[config.mk]
export PLATFORM = sky130hd
export DESIGN_NAME = cci_mpf_prim_gen_multi_write_flat
export DESIGN_NICKNAME = d
export VERILOG_FILES = /design/src/rtl/cci_mpf_prim_gen_multi_write_if.sv /design/src/rtl/cci_mpf_prim_gen_multi_write.sv /design/src/flat_wrapper.sv
export SDC_FILE = /design/constraint.sdc
export NUM_CORES = 1
export LEC_CHECK = 0
export ABC_CLOCK_PERIOD_IN_PS = 2400
export CAP_MARGIN = 5
export CORE_AREA = 2 2 455 457
export DETAILED_ROUTE_END_ITERATION = 10
export DIE_AREA = 0 0 457 459
export GPL_ROUTABILITY_DRIVEN = 0
export PLACE_DENSITY = 0.3
export SLEW_MARGIN = 15
export SYNTH_ARGS = -nofsm -noshare
export SYNTH_HDL_FRONTEND = slang
export SYNTH_SLANG_ARGS = --single-unit
[constraint.sdc]
create_clock -name clk -period 2.4 [get_ports clk]
set_input_delay 0.48 -clock clk [delete_from_list [all_inputs] [get_ports clk]]
set_output_delay 0.48 -clock clk [all_outputs]
set_load 0.01 [all_outputs]
[src/rtl/cci_mpf_prim_gen_multi_write_if.sv]
// Shared CCI-P style types and the command/data/c1Tx bundle
// for the multi-line write generator.
package cci_mpf_gmw_pkg;
  typedef logic [41:0]  t_cci_clAddr;
  typedef logic [1:0]   t_cci_clLen;
  typedef logic [1:0]   t_cci_clNum;
  typedef logic [15:0]  t_cci_mdata;
  typedef logic [511:0] t_cci_clData;

  typedef enum logic [3:0] {
    eREQ_WRLINE_I = 4'h1,
    eREQ_WRLINE_M = 4'h2
  } t_cci_c1_req;

  typedef struct packed {
    t_cci_c1_req req_type;
    t_cci_clAddr addr;
    t_cci_clLen  cl_len;
    logic        sop;
    t_cci_mdata  mdata;
  } t_cci_mpf_c1_ReqMemHdr;

  typedef struct packed {
    t_cci_mpf_c1_ReqMemHdr hdr;
    t_cci_clData           data;
    logic                  valid;
  } t_if_cci_mpf_c1_Tx;
endpackage

interface cci_mpf_prim_gen_multi_write_if;
  import cci_mpf_gmw_pkg::*;

  logic              cmd_valid;
  logic              cmd_ready;
  t_cci_clAddr       cmd_addr;
  t_cci_clLen        cmd_len;
  t_cci_mdata        cmd_mdata;
  logic              data_valid;
  t_cci_clData       data;
  logic              data_ready;
  logic              c1TxAlmFull;
  t_if_cci_mpf_c1_Tx c1Tx;
  logic              packetActive;
  t_cci_clNum        nextBeatNum;
  logic              error;

  modport master (
    output cmd_valid, cmd_addr, cmd_len,
    output cmd_mdata, data_valid, data,
    output c1TxAlmFull,
    input  cmd_ready, data_ready, c1Tx,
    input  packetActive, nextBeatNum, error
  );

  modport slave (
    input  cmd_valid, cmd_addr, cmd_len,
    input  cmd_mdata, data_valid, data,
    input  c1TxAlmFull,
    output cmd_ready, data_ready, c1Tx,
    output packetActive, nextBeatNum, error
  );
endinterface

[src/rtl/cci_mpf_prim_gen_multi_write.sv]
// Splits a multi-line write command into per-line c1Tx beats.
// Define CCI_MPF_GEN_MULTI_WRITE_CHECK_EN for command checking.
module cci_mpf_prim_gen_multi_write
  import cci_mpf_gmw_pkg::*;
(
  input logic clk,
  input logic reset,
  cci_mpf_prim_gen_multi_write_if.slave bus
);

  typedef enum logic {IDLE, BURST} t_state;

  t_state            state_q, state_d;
  t_cci_clAddr       addr_q, addr_d;
  t_cci_clLen        len_q, len_d;
  t_cci_mdata        mdata_q, mdata_d;
  t_cci_clNum        beat_q, beat_d;
  t_if_cci_mpf_c1_Tx tx_q, tx_d;

  logic fire;
  logic last;
  logic ready;
  logic accept;

  always_comb begin
    fire = (state_q == BURST)
         & bus.data_valid
         & ~bus.c1TxAlmFull
         & ~reset;
    last   = fire & (beat_q == len_q);
    ready  = ~reset & ((state_q == IDLE) | last);
    accept = bus.cmd_valid & ready;
  end

  always_comb begin
    state_d = state_q;
    addr_d  = addr_q;
    len_d   = len_q;
    mdata_d = mdata_q;
    beat_d  = beat_q;
    tx_d    = '0;

    if (fire) begin
      tx_d.valid        = 1'b1;
      tx_d.data         = bus.data;
      tx_d.hdr.req_type = eREQ_WRLINE_I;
      tx_d.hdr.cl_len   = len_q;
      tx_d.hdr.sop      = (beat_q == 2'd0);
      tx_d.hdr.mdata    = mdata_q;
      tx_d.hdr.addr     = {addr_q[41:2],
                           addr_q[1:0] | beat_q};
      beat_d = last ? 2'd0 : beat_q + 2'd1;
    end

    if (accept) begin
      state_d = BURST;
      addr_d  = bus.cmd_addr;
      len_d   = bus.cmd_len;
      mdata_d = bus.cmd_mdata;
    end else if (last) begin
      state_d = IDLE;
    end
  end

  always_ff @(posedge clk) begin
    if (reset) begin
      state_q <= IDLE;
      addr_q  <= '0;
      len_q   <= '0;
      mdata_q <= '0;
      beat_q  <= '0;
      tx_q    <= '0;
    end else begin
      state_q <= state_d;
      addr_q  <= addr_d;
      len_q   <= len_d;
      mdata_q <= mdata_d;
      beat_q  <= beat_d;
      tx_q    <= tx_d;
    end
  end

  assign bus.cmd_ready    = ready;
  assign bus.data_ready   = fire;
  assign bus.c1Tx         = tx_q;
  assign bus.nextBeatNum  = beat_q;
  assign bus.packetActive = (beat_q != 2'd0);

`ifdef CCI_MPF_GEN_MULTI_WRITE_CHECK_EN
  logic err_q;
  logic bad;

  // Length code 2 is undefined; multi-line packets must be aligned
  always_comb begin
    bad = 1'b0;
    unique case (bus.cmd_len)
      2'd1:    bad = bus.cmd_addr[0];
      2'd2:    bad = 1'b1;
      2'd3:    bad = |bus.cmd_addr[1:0];
      default: bad = 1'b0;
    endcase
  end

  always_ff @(posedge clk) begin
    if (reset)
      err_q <= 1'b0;
    else if (accept && bad)
      err_q <= 1'b1;
  end

  assign bus.error = err_q;
`else
  assign bus.error = 1'b0;
`endif

endmodule

[src/flat_wrapper.sv]
// flat-port wrapper written by rule: the top's interface ports become plain ports
module cci_mpf_prim_gen_multi_write_flat import cci_mpf_gmw_pkg::*;
  (clk, reset, bus_cmd_valid, bus_cmd_addr, bus_cmd_len, bus_cmd_mdata, bus_data_valid, bus_data, bus_c1TxAlmFull, bus_cmd_ready, bus_data_ready, bus_c1Tx, bus_packetActive, bus_nextBeatNum, bus_error);
  cci_mpf_prim_gen_multi_write_if bus_i ();
  input logic clk;
  input logic reset;
  input wire logic [$bits(bus_i.cmd_valid)-1:0] bus_cmd_valid;
  input wire logic [$bits(bus_i.cmd_addr)-1:0] bus_cmd_addr;
  input wire logic [$bits(bus_i.cmd_len)-1:0] bus_cmd_len;
  input wire logic [$bits(bus_i.cmd_mdata)-1:0] bus_cmd_mdata;
  input wire logic [$bits(bus_i.data_valid)-1:0] bus_data_valid;
  input wire logic [$bits(bus_i.data)-1:0] bus_data;
  input wire logic [$bits(bus_i.c1TxAlmFull)-1:0] bus_c1TxAlmFull;
  output wire logic [$bits(bus_i.cmd_ready)-1:0] bus_cmd_ready;
  output wire logic [$bits(bus_i.data_ready)-1:0] bus_data_ready;
  output wire logic [$bits(bus_i.c1Tx)-1:0] bus_c1Tx;
  output wire logic [$bits(bus_i.packetActive)-1:0] bus_packetActive;
  output wire logic [$bits(bus_i.nextBeatNum)-1:0] bus_nextBeatNum;
  output wire logic [$bits(bus_i.error)-1:0] bus_error;
  assign bus_i.cmd_valid = bus_cmd_valid;
  assign bus_i.cmd_addr = bus_cmd_addr;
  assign bus_i.cmd_len = bus_cmd_len;
  assign bus_i.cmd_mdata = bus_cmd_mdata;
  assign bus_i.data_valid = bus_data_valid;
  assign bus_i.data = bus_data;
  assign bus_i.c1TxAlmFull = bus_c1TxAlmFull;
  assign bus_cmd_ready = bus_i.cmd_ready;
  assign bus_data_ready = bus_i.data_ready;
  assign bus_c1Tx = bus_i.c1Tx;
  assign bus_packetActive = bus_i.packetActive;
  assign bus_nextBeatNum = bus_i.nextBeatNum;
  assign bus_error = bus_i.error;
  cci_mpf_prim_gen_multi_write u_core (.clk(clk), .reset(reset), .bus(bus_i));
endmodule
# ---- Word-level counts from Yosys, hierarchy flattened
# Cells that the tools add are included.
dict set report word_totals {
  latch_bits 0
  ram_bits 0
  romBits 0
  reg_bits 641
  memories 0
  out_inout_bits 584
}
dict set report classes {
  shifts 0
  addsub 1
  bitwise 12
  div 0
  n_lt_le_gt_ge 0
  reduce_logical 4
  muxes 4
  n_mul 0
  n_eq_ne 1
}
# cell count
set ops {}
lappend ops {{$mux W575} 1}
lappend ops {{$and A1 B1 Y1} 6}
lappend ops {{$not A1 Y1} 4}
lappend ops {{$reduce_bool A2 Y1} 2}
lappend ops {{$add A2 B1 Y2 const B} 1}
lappend ops {{$eq A2 B2 Y1} 1}
lappend ops {{$logic_not A2 Y1} 1}
lappend ops {{$mux W1} 2}
lappend ops {{$mux W2} 1}
lappend ops {{$or A2 B2 Y2} 1}
lappend ops {{$reduce_or A2 Y1} 1}
lappend ops {{$or A1 B1 Y1} 1}

# ---- Depth between registers and ports, before layout
dict set report depth {
  ltp_word 8
  depth_mapped 7
}

# ---- Worst setup path after synthesis
# Ideal clock, no wire load.
dict set report synth_timing {
  path_kind {input to output}
  start {input reset}
  end {output bus_data_ready}
  arrival_time_ns 1.412
  path_buffers 3
  required_time_ns 1.920
  stages 5
  slack_ns 0.508
  path_cell_list {nand4bb_1 -> buf_2 -> clkinv_1 -> clkbuf_1 -> clkbuf_1}
}
dict set report synth_via {
  elab_chain_len 2
}
# item line_no
set synth_lines {}
lappend synth_lines {{start: declaration} flat_wrapper.sv:6} ;# input logic reset;
lappend synth_lines {{$not A1 Y1} cci_mpf_prim_gen_multi_write.sv:29} ;# & ~reset;
lappend synth_lines {{$and A1 B1 Y1} cci_mpf_prim_gen_multi_write.sv:29}
lappend synth_lines {{end: declaration} flat_wrapper.sv:15} ;# output wire logic [$bits(bus_i.data_ready)-1:0] bus_data_ready;
# Every way passes these cells.

# ---- Final worst setup path
dict set report layout_timing {
  start {register u_core.beat_q[1] (netlist: u_core.bus.nextBeatNum[1])}
  end {output bus_cmd_ready}
}
dict set report layout_via {
  elab_chain_len 4
}
# item line_no
set layout_lines {}
lappend layout_lines {{start: declaration} cci_mpf_prim_gen_multi_write.sv:17} ;# t_cci_clNum beat_q, beat_d;
lappend layout_lines {{start signal: assignment} cci_mpf_prim_gen_multi_write.sv:78} ;# beat_q <= beat_d;
lappend layout_lines {{$eq A2 B2 Y1} cci_mpf_prim_gen_multi_write.sv:30} ;# last = fire & (beat_q == len_q);
lappend layout_lines {{$and A1 B1 Y1} cci_mpf_prim_gen_multi_write.sv:30}
lappend layout_lines {{$or A1 B1 Y1} cci_mpf_prim_gen_multi_write.sv:31} ;# ready = ~reset & ((state_q == IDLE) | last);
lappend layout_lines {{$and A1 B1 Y1} cci_mpf_prim_gen_multi_write.sv:31}
lappend layout_lines {{end: declaration} flat_wrapper.sv:14} ;# output wire logic [$bits(bus_i.cmd_ready)-1:0] bus_cmd_ready;
# Every way passes these cells.

==> metrics.yaml <==
routedWlPerCell_um: 24.87
max_freq_ghz: 0.4036
num_vias: 17110
portBuffers: 1156
met1_length_mm: 52.20
synth_cells: 1666
tightest_slew_ns: 1.055
numCtsBuffers: 91
avgSynthCellArea_um2: 11.68
drtPass1Iterations: 5
grt_pass1_vias: 17560
hp-start: "bus_cmd_valid"
seqPwrFrac: 0.406
p_switching_mw: 6.546
area_growth_pct: 94.08
clk_pin_slew_ns: 0.06
antenna_found_initial: 140
setup_viol: 1
cts.htree.levels: 3
viasPerCell: 3.030
pwr-share-clk: 0.515
antenna_left: 0
drv_cap: 0
hold_depth: 2
fin_crit_ns: 2.477
fp.dieH_um: 459
dieArea_um2: 209800
drc: 0
layout.nets: 3428
synth_top_area_share: 0.6555
cellPowerDensity_nw_per_um2: 713.0
clockBufferDepth: 3
crit_arrival_ns: 2.00
seq_area_frac_synth: 0.6555
synth.cell_area_um2: 19450
hp-class: "primary input to flop"
synth-async-reset-ratio: 0
p_sw_frac: 0.2432
top_layer: "met5"
clkLatencyLatePin_ns: 0.70
synth_top_cell_by_area: "dfxtp_1"
setup_tns_ns: -0.07746
intPower_mw: 20.37
layout_setup_ws_ns: -0.07746
yosysMostFrequentCell: "dfxtp_1"
startpoint_type: "flop"
cts-root-buf: "clkbuf_16"
met2_length_mm: 67.89
leakage_nw: 14.03
irDropWorstVdd_uv: 478.0
clkSinkCount: 637
timing.rr.start: "u_core.state_q$_SDFFE_PP0P_"
fillers: 22730
grt_max_degree: 62
cp_data_required_time_ns: 1.92
drive_gt1_frac: 0.09754
skew_ns: 0.02827
place.detailed.hpwl_mm: 116.1
cp-startpoint: "u_core.bus.nextBeatNum[1]$_SDFFE_PP0P_"
end_kind: "output pin"
grt_use_total: 0.1291
drt_iter0_markers: 641
reg2regPathDepth: 6
yosysWarnings: 0
die_x_um: 457
route.met3.wl_mm: 16.54
wirelength_mm: 140.5
cp_max_fo: 2
coreArea_um2: 205600
period_share: 1.032
grt-ovfl-total: 0
hold_viol: 0
relSlewSlack: 0.2967
violations: "setup timing"
hold_ws_ns: 0.2483
synth-edff-count: 0
rsz0062_at_grt: "true"
synth.top_cells.by_area: "dfxtp_1, and2_1, o211ai_2"
initial_core_util: 0.09462
combPwrFrac: 0.079
synth_commonest_cells: "dfxtp_1, and2_1, clkbuf_1"
grt_pass1_wl_mm: 179.8
status: "finished with violations"
finalMaxSlewViolations: 0
synth_flop_cell: "dfxtp_1"
critPathKind: "flop to output pin"
ys_types: 26
pin_count: 1161
cts_tree: "built"
rows: 167
synth.ff_latch_count: 637
==> worst paths after layout <==
check,endpoint,slack [ns]
max reg2reg,u_core.mdata_q[10]$_SDFFE_PP0P_,0.44
min,u_core.state_q$_SDFFE_PP0P_,0.25
min reg2reg,u_core.bus.c1Tx[521]$_SDFF_PP0_,0.50
max,bus_cmd_ready,-0.08
==> per-layer routing <==
metal,up-vias,global-route usage
met4,94,0.02415
met5,-,0
met3,320,0.07164
li1,7816,-
met1,7997,0.1383
met2,884,0.2228
==> registers in the layout, indices dropped and copies added, names as in the netlist <==
name,count
u_core.bus.c1Tx,574
u_core.addr_q,42
u_core.mdata_q,16
u_core.bus.nextBeatNum,2
u_core.len_q,2
u_core.state_q,1
==> metrics by stage <==
stage	power [mW]	area [um2]	utilization	cells	worst slack (ns)
4_1_cts	27.75	37700	0.1834	5626	-0.2721
5_1_grt	28.16	37700	0.1834	5628	-0.2304
3_5_place_dp	13.32	34650	0.1685	5460	-1.032
6_report	26.92	37760	0.1836	5648	-0.07746
3_3_place_gp	13.31	34650	0.1685	5460	-1.088
2_1_floorplan	11.67	19460	-	1669	0.5078
==> what timing repair did <==
item,4_1_cts,5_1_grt
hold buffers,0,0
pin swaps,3,1
setup endpoints to repair,14,2
setup buffers,3,0
gates resized for setup,30,0
==> cells in the final DEF (no fill, tap or decap), drive strengths merged, types with 2 or more instances in the layout <==
cell	instances
dfxtp	637
diode	22
xor2	2
clkinvlp	5
conb	4
nand2	2
a21oi	2
inv	71
and2	570
buf	65
nor3b	60
o211ai	122
clkinv	15
dlygate4sd2	11
nand2b	2
a41oi	60
clkdlybuf4s50	1141
nor2	6
clkbuf	135
bufinv	5
==> logic make-up after synthesis <==
logic type / count (synthesis) / share of synthesized area
AO/OA/AOI/OAI: 187 / 0.09146
XOR/XNOR: 2 / 0.0009006
adder cells (fa/ha/maj): 1 / 0.0006431
buffers and inverters: 195 / 0.04129
flip-flops: 637 / 0.6555
other: 1 / 0.0001928
AND/OR/NAND/NOR: 643 / 0.2100
==> critical path, cell delays in order, from the launching register on <==
cell,delay (ns)
dfxtp_2,0.35
xor2_4,0.18
o31a_1,0.39
nor2_4,0.22
buf_6,0.14
==> cell type report <==
class | instances | area [um2] | area share
timing repair buffer | 1217 | 12280 | 0.3253
clock inverter | 30 | 329.1 | 0.008716
clock buffer | 135 | 2695 | 0.07138
antenna | 22 | 55.05 | 0.001458
inverter | 66 | 256.5 | 0.006794
tap | 2704 | 3383 | 0.08961
multi-input combinational | 837 | 5987 | 0.1586
sequential | 637 | 12770 | 0.3382
==> power groups by stage <==
stage | Combinational, mW | Sequential, mW | Clock (mW)
after global routing | 2.26 | 11.0 | 14.9
after detailed placement | 2.15 | 11.2 | 0
after CTS | 2.17 | 10.9 | 14.6
after global placement | 2.15 | 11.2 | 0
final | 2.12 | 10.9 | 13.9
after floorplan | 0.497 | 11.2 | 0
Power figures use the tool's default switching activity.
